[src/rtl/regfile_sb.sv]
// regfile_sb: two-read, one-write register file with a per-register busy scoreboard.
// Reads and busy lookups are combinational; data, busy bits and PENDING update on clk.
module regfile_sb #(
    parameter  int XLEN     = 32,
    parameter  int NREGS    = 32,
    parameter  int BYPASS   = 1,
    parameter  int ZERO_REG = 1,
    localparam int AW       = $clog2(NREGS)
) (
    input  logic            clk,
    input  logic            reset,
    input  logic            WE3,
    input  logic [AW-1:0]   A3,
    input  logic [XLEN-1:0] WD3,
    input  logic [AW-1:0]   A1,
    input  logic [AW-1:0]   A2,
    output logic [XLEN-1:0] RD1,
    output logic [XLEN-1:0] RD2,
    input  logic            ISSUE,
    input  logic [AW-1:0]   IA,
    output logic            BUSY1,
    output logic            BUSY2,
    output logic [AW:0]     PENDING
);

    logic [XLEN-1:0] regs [NREGS];
    logic [NREGS-1:0] busy;
    logic [NREGS-1:0] busy_n;
    logic [AW:0]      pending;
    logic [AW:0]      pending_n;
    logic             we_ok;
    logic             issue_ok;
    logic             inc;
    logic             dec;

    assign we_ok    = WE3 && !(ZERO_REG != 0 && A3 == '0);
    assign issue_ok = ISSUE && !(ZERO_REG != 0 && IA == '0);

    // A same-cycle issue overrides the clear: the newest producer owns the register.
    always_comb begin
        busy_n = busy;
        if (we_ok)
            busy_n[A3] = 1'b0;
        if (issue_ok)
            busy_n[IA] = 1'b1;
    end

    assign inc = issue_ok && !busy[IA];
    assign dec = we_ok && busy[A3] && !(issue_ok && IA == A3);

    assign pending_n = pending + (AW+1)'(inc) - (AW+1)'(dec);

    always_ff @(posedge clk or negedge reset) begin
        if (!reset) begin
            for (int i = 0; i < NREGS; i++)
                regs[i] <= '0;
            busy    <= '0;
            pending <= '0;
        end else begin
            if (we_ok)
                regs[A3] <= WD3;
            busy    <= busy_n;
            pending <= pending_n;
        end
    end

    function automatic logic [XLEN-1:0] rd_port(input logic [AW-1:0] a);
        if (!reset || (ZERO_REG != 0 && a == '0))
            return '0;
        if (BYPASS != 0 && we_ok && A3 == a)
            return WD3;
        return regs[a];
    endfunction

    // Forwarded data lets the consumer proceed unless a new producer issues now.
    function automatic logic busy_port(input logic [AW-1:0] a);
        if (!reset)
            return 1'b0;
        if (BYPASS != 0 && we_ok && A3 == a && !(issue_ok && IA == a))
            return 1'b0;
        return busy[a];
    endfunction

    assign RD1     = rd_port(A1);
    assign RD2     = rd_port(A2);
    assign BUSY1   = busy_port(A1);
    assign BUSY2   = busy_port(A2);
    assign PENDING = pending;

endmodule

[config.mk]
export PLATFORM = sky130hd
export DESIGN_NAME = regfile_sb
export DESIGN_NICKNAME = d
export VERILOG_FILES = /design/src/rtl/regfile_sb.sv
export SDC_FILE = /design/constraint.sdc
export NUM_CORES = 2
export LEC_CHECK = 0
export BUFFER_PORTS_ARGS = -buffer_cell sky130_fd_sc_hd__buf_4
export CAP_MARGIN = 20
export CELL_PAD_IN_SITES_DETAIL_PLACEMENT = 1
export CELL_PAD_IN_SITES_GLOBAL_PLACEMENT = 2
export CORE_MARGIN = 1
export CORE_UTILIZATION = 35
export CTS_CLUSTER_DIAMETER = 30
export DETAILED_ROUTE_END_ITERATION = 10
export GPL_TIMING_DRIVEN = 0
export PLACE_DENSITY = 0.76
export SLEW_MARGIN = 15
export SYNTH_ARGS = -nofsm -noshare
export SYNTH_HDL_FRONTEND = slang
export SYNTH_SLANG_ARGS = --single-unit
[constraint.sdc]
create_clock -name clk -period 2.97 [get_ports clk]
set_input_delay 0.594 -clock clk [delete_from_list [all_inputs] [get_ports clk]]
set_output_delay 0.594 -clock clk [all_outputs]
set_load 0.02 [all_outputs]
==> impl_metrics.py <==
metrics = {
    "power": {
        "clkPwrFrac_pct": 48.9,
        "p_leak_nw": 34.7,
        "cellPowerDensity_nw_per_um2": 814,
        "power_frac_seq_pct": 30.1,
        "peakVddDrop_mv": 0.721,
        "switching_power_mw": 18.8,
        "pwr-share-comb_pct": 20.9,
        "total_power_mw": 65.7,
        "p_int_mw": 46.8,
        "sw_frac_of_total_pct": 28.7,
    },
    "global_route": {
        "grt_overflow": 0,
        "grt_max_degree": 149,
        "grt_pass1_vias": 47300,
        "antenna_found_initial": 20,
        "grt_first_pass_wirelength_mm": 397,
        "grt_usage_pct": 34.6,
    },
    "sta": {
        "tightestPinTransition_ns": 1.26,
        "clock.fmax_ghz": 0.271,
        "post-route-worst-setup-slack_ns": -0.717,
        "slew_violations": 0,
        "period_share_pct": 124,
        "setup_viol": 147,
        "fin_crit_ns": 3.69,
        "hold_ws_ns": 0.0285,
        "finalClockSkew_ns": 0.00919,
        "hold_violations": 0,
        "setup_tns_ns": -32.66,
        "max_slew_margin_pct": 16.2,
        "rsz0062_at_grt": "yes",
    },
    "final_layout": {
        "drive_gt1_share_pct": 63.8,
        "finalNonFillerCells": 7099,
        "final_common_cell": "mux2_2",
        "nFillCells": 15500,
        "final_cell_mix": "1,097 x mux2_2, 1,053 x dfrtp_1, 489 x mux4_2",
        "stdcell_area_um2": 80600,
        "synthToLayoutAreaGrowth_pct": 39.3,
        "final_core_util_pct": 49.3,
        "nets": 4765,
    },
    "yosys": {
        "synthesis.area_um2": 57900,
        "synth_edf_count": 0,
        "ys_seq_area_share_pct": 45.9,
        "syn_nets": 4019,
        "synth-seq-cells": 1062,
        "asyncSetResetFlopFracSynth_pct": 100,
        "yosys_warnings": 0,
        "postSynthAreaPerCell_um2": 14.6,
        "synthCells": 3956,
        "yosys.cell_types.count": 53,
        "synth_ff_type": "dfrtp_1",
    },
    "setup_path": {
        "setup.worst_path.class": "input pin to output pin",
        "endpoint": "RD2[4]",
        "endpoint_kind": "output pin",
        "crit_start": "A2[1]",
        "start_kind": "input pin",
        "worstPathArrival_ns": 3.09,
        "worstReg2RegStart": "busy[19]$_DFF_PN0_",
        "r2r_cells": 13,
        "crit_required_ns": 2.38,
        "reg2reg_setup_slack_ns": -0.24,
        "r2r-end": "PENDING[4]$_DFF_PN0_",
        "path_max_fanout": 10,
    },
    "cts": {
        "clk_pin_slew_ns": 0.04,
        "insertion_delay_ns": 0.91,
        "htreeDepth": 5,
        "root_buffer": "clkbuf_16",
        "cts_tree": "done",
        "numCtsBuffers": 289,
        "clock_path_buffers": 4,
        "cts.sinks": 1062,
    },
    "place": {
        "port_buffers": 114,
        "dpl_worst_slack_ns": -3.23,
        "dpl-instance-area_um2": 62400,
        "post-dp-hpwl_mm": 195,
        "globalplace.congestion": 1.03,
        "place_inst": 6276,
    },
    "job": {
        "max-cap-violations": 0,
    },
    "drt": {
        "dr.pass1.iters": 6,
        "drt-initial-drc-count": 6039,
        "routedWlPerCell_um": 42.0,
        "drc_errors": 0,
        "wirelength_mm": 298,
        "vias": 46600,
        "vias_per_cell": 6.56,
        "ant_nets": 0,
    },
    "die": {
        "die_x_um": 409,
        "die-area_um2": 167000,
        "start_util_pct": 35.4,
        "core_area_um2": 164000,
        "die_h_um": 409,
        "std_cell_rows": 148,
        "ios": 128,
    },
    "hold_path": {
        "hold_path_class": "input pin to flop",
    },
    "run_status": {
        "status": "finished, violations left",
        "violations": "negative setup slack",
    },
}
metal layers:
metal	global-route usage, %	up-vias	share of wire [%]
li1	-	16900	-
met5	0.833	-	0.17
met4	24.2	20	8.1
met1	42.7	25000	36
met2	48.3	3551	42
met3	14.8	1086	13
final cells by class:
class / count / area (µm²) / area share (%)
antenna: 17 / 42.5 / 0.0528
buffer: 441 / 3980 / 4.94
tap: 2175 / 2720 / 3.37
multi-input combinational: 2431 / 31900 / 39.6
timing repair buffer: 467 / 5500 / 6.81
clock inverter: 122 / 1700 / 2.11
sequential: 1062 / 26600 / 33.0
inverter: 10 / 40.0 / 0.0497
clock buffer: 374 / 8150 / 10.1
synth_stat cells (3+ instances only):
master     count  area, µm²
mux2_2      1126      12700
dfrtp_1     1062      26600
mux4_2       489      11000
clkbuf_1     233        875
buf_2        139        696
mux2i_1      135       1350
nand2_1      129        484
o21ai_0       93        465
a22oi_1       79        593
buf_1         54        203
a21oi_1       48        240
o22ai_1       32        200
nand3_1       30        150
a22o_1        29        254
nor2_1        29        109
buf_4         24        180
a32oi_1       23        201
xnor2_1       22        193
o31ai_1       18        135
a211oi_1      17        128
o221ai_1      17        149
o2111ai_1     15        131
nor2b_1       12       75.1
a211o_1       10       87.6
inv_1         10       37.5
nor3b_1        9       67.6
xor2_1         8       70.1
nand2b_1       7       43.8
nor3_1         7       35.0
ha_1           6       75.1
nand4b_1       6       52.6
nor4_1         4       25.0
o211ai_1       4       30.0
buf_6          3       33.8
nor4_2         3       37.5
o31a_1         3       26.3
logic make-up (layout without fill, tap and decap cells):
group	Yosys count	in the layout	synth area share (%)
muxes	1750	1750	43.3
DFF	1062	1062	45.9
buffers and inverters	463	1414	3.50
AOI/OAI and AO/OA	396	396	4.72
and+or+nand+nor	248	248	2.01
xor gates and xnor gates	30	30	0.454
adders and majority gates	7	7	0.164
other	0	17	0
critical path, stage by stage:
cell	delay (ns)
buf_4	0.19
buf_12	0.20
clkbuf_16	0.23
clkbuf_8	0.22
buf_16	0.19
mux4_2	0.34
a22oi_2	0.51
o21ai_1	0.14
nand2_1	0.11
nand2_2	0.14
buf_6	0.18
how the worst min path moves through the flow:
stage                             end  depth (start not counted)                    from  slack, ns
2_1_floorplan    PENDING[0]$_DFF_PN0_                          0                   reset       0.30
3_3_place_gp   regs[1023]$_DFFE_PN0P_                          1  regs[1023]$_DFFE_PN0P_       0.45
3_5_place_dp   regs[1019]$_DFFE_PN0P_                          1  regs[1019]$_DFFE_PN0P_       0.47
4_1_cts          regs[66]$_DFFE_PN0P_                          2                  WD3[2]     0.0002
5_1_grt          regs[53]$_DFFE_PN0P_                          2                 WD3[21]       0.02
6_report         regs[13]$_DFFE_PN0P_                          2                 WD3[13]       0.03
state kept, by name (all words and copies together), names as in the netlist:
signal and count:
busy 32, regs 1024, PENDING 6
power by group through the flow:
| stage | clock, mW | combinational (mW) | sequential [mW] |
|---|---|---|---|
| after floorplan | 0 | 7.24 | 18.9 |
| after global placement | 0 | 10.5 | 19.5 |
| after detailed placement | 0 | 10.8 | 19.7 |
| after CTS | 32.1 | 12.5 | 19.5 |
| after global routing | 32.9 | 14.1 | 20.0 |
| final | 32.1 | 13.7 | 19.8 |
timing repair:
action / 4_1_cts / 5_1_grt
cloned: 22 / 9
hold buffers: 24 / 0
endpoints found under the hold margin: 359 / 0
setup endpoints to repair: 70 / 97
pin swaps: 151 / 135
buffers inserted: 168 / 102
gates resized for setup: 890 / 282
No activity file was read; power rests on OpenSTA's default activity.
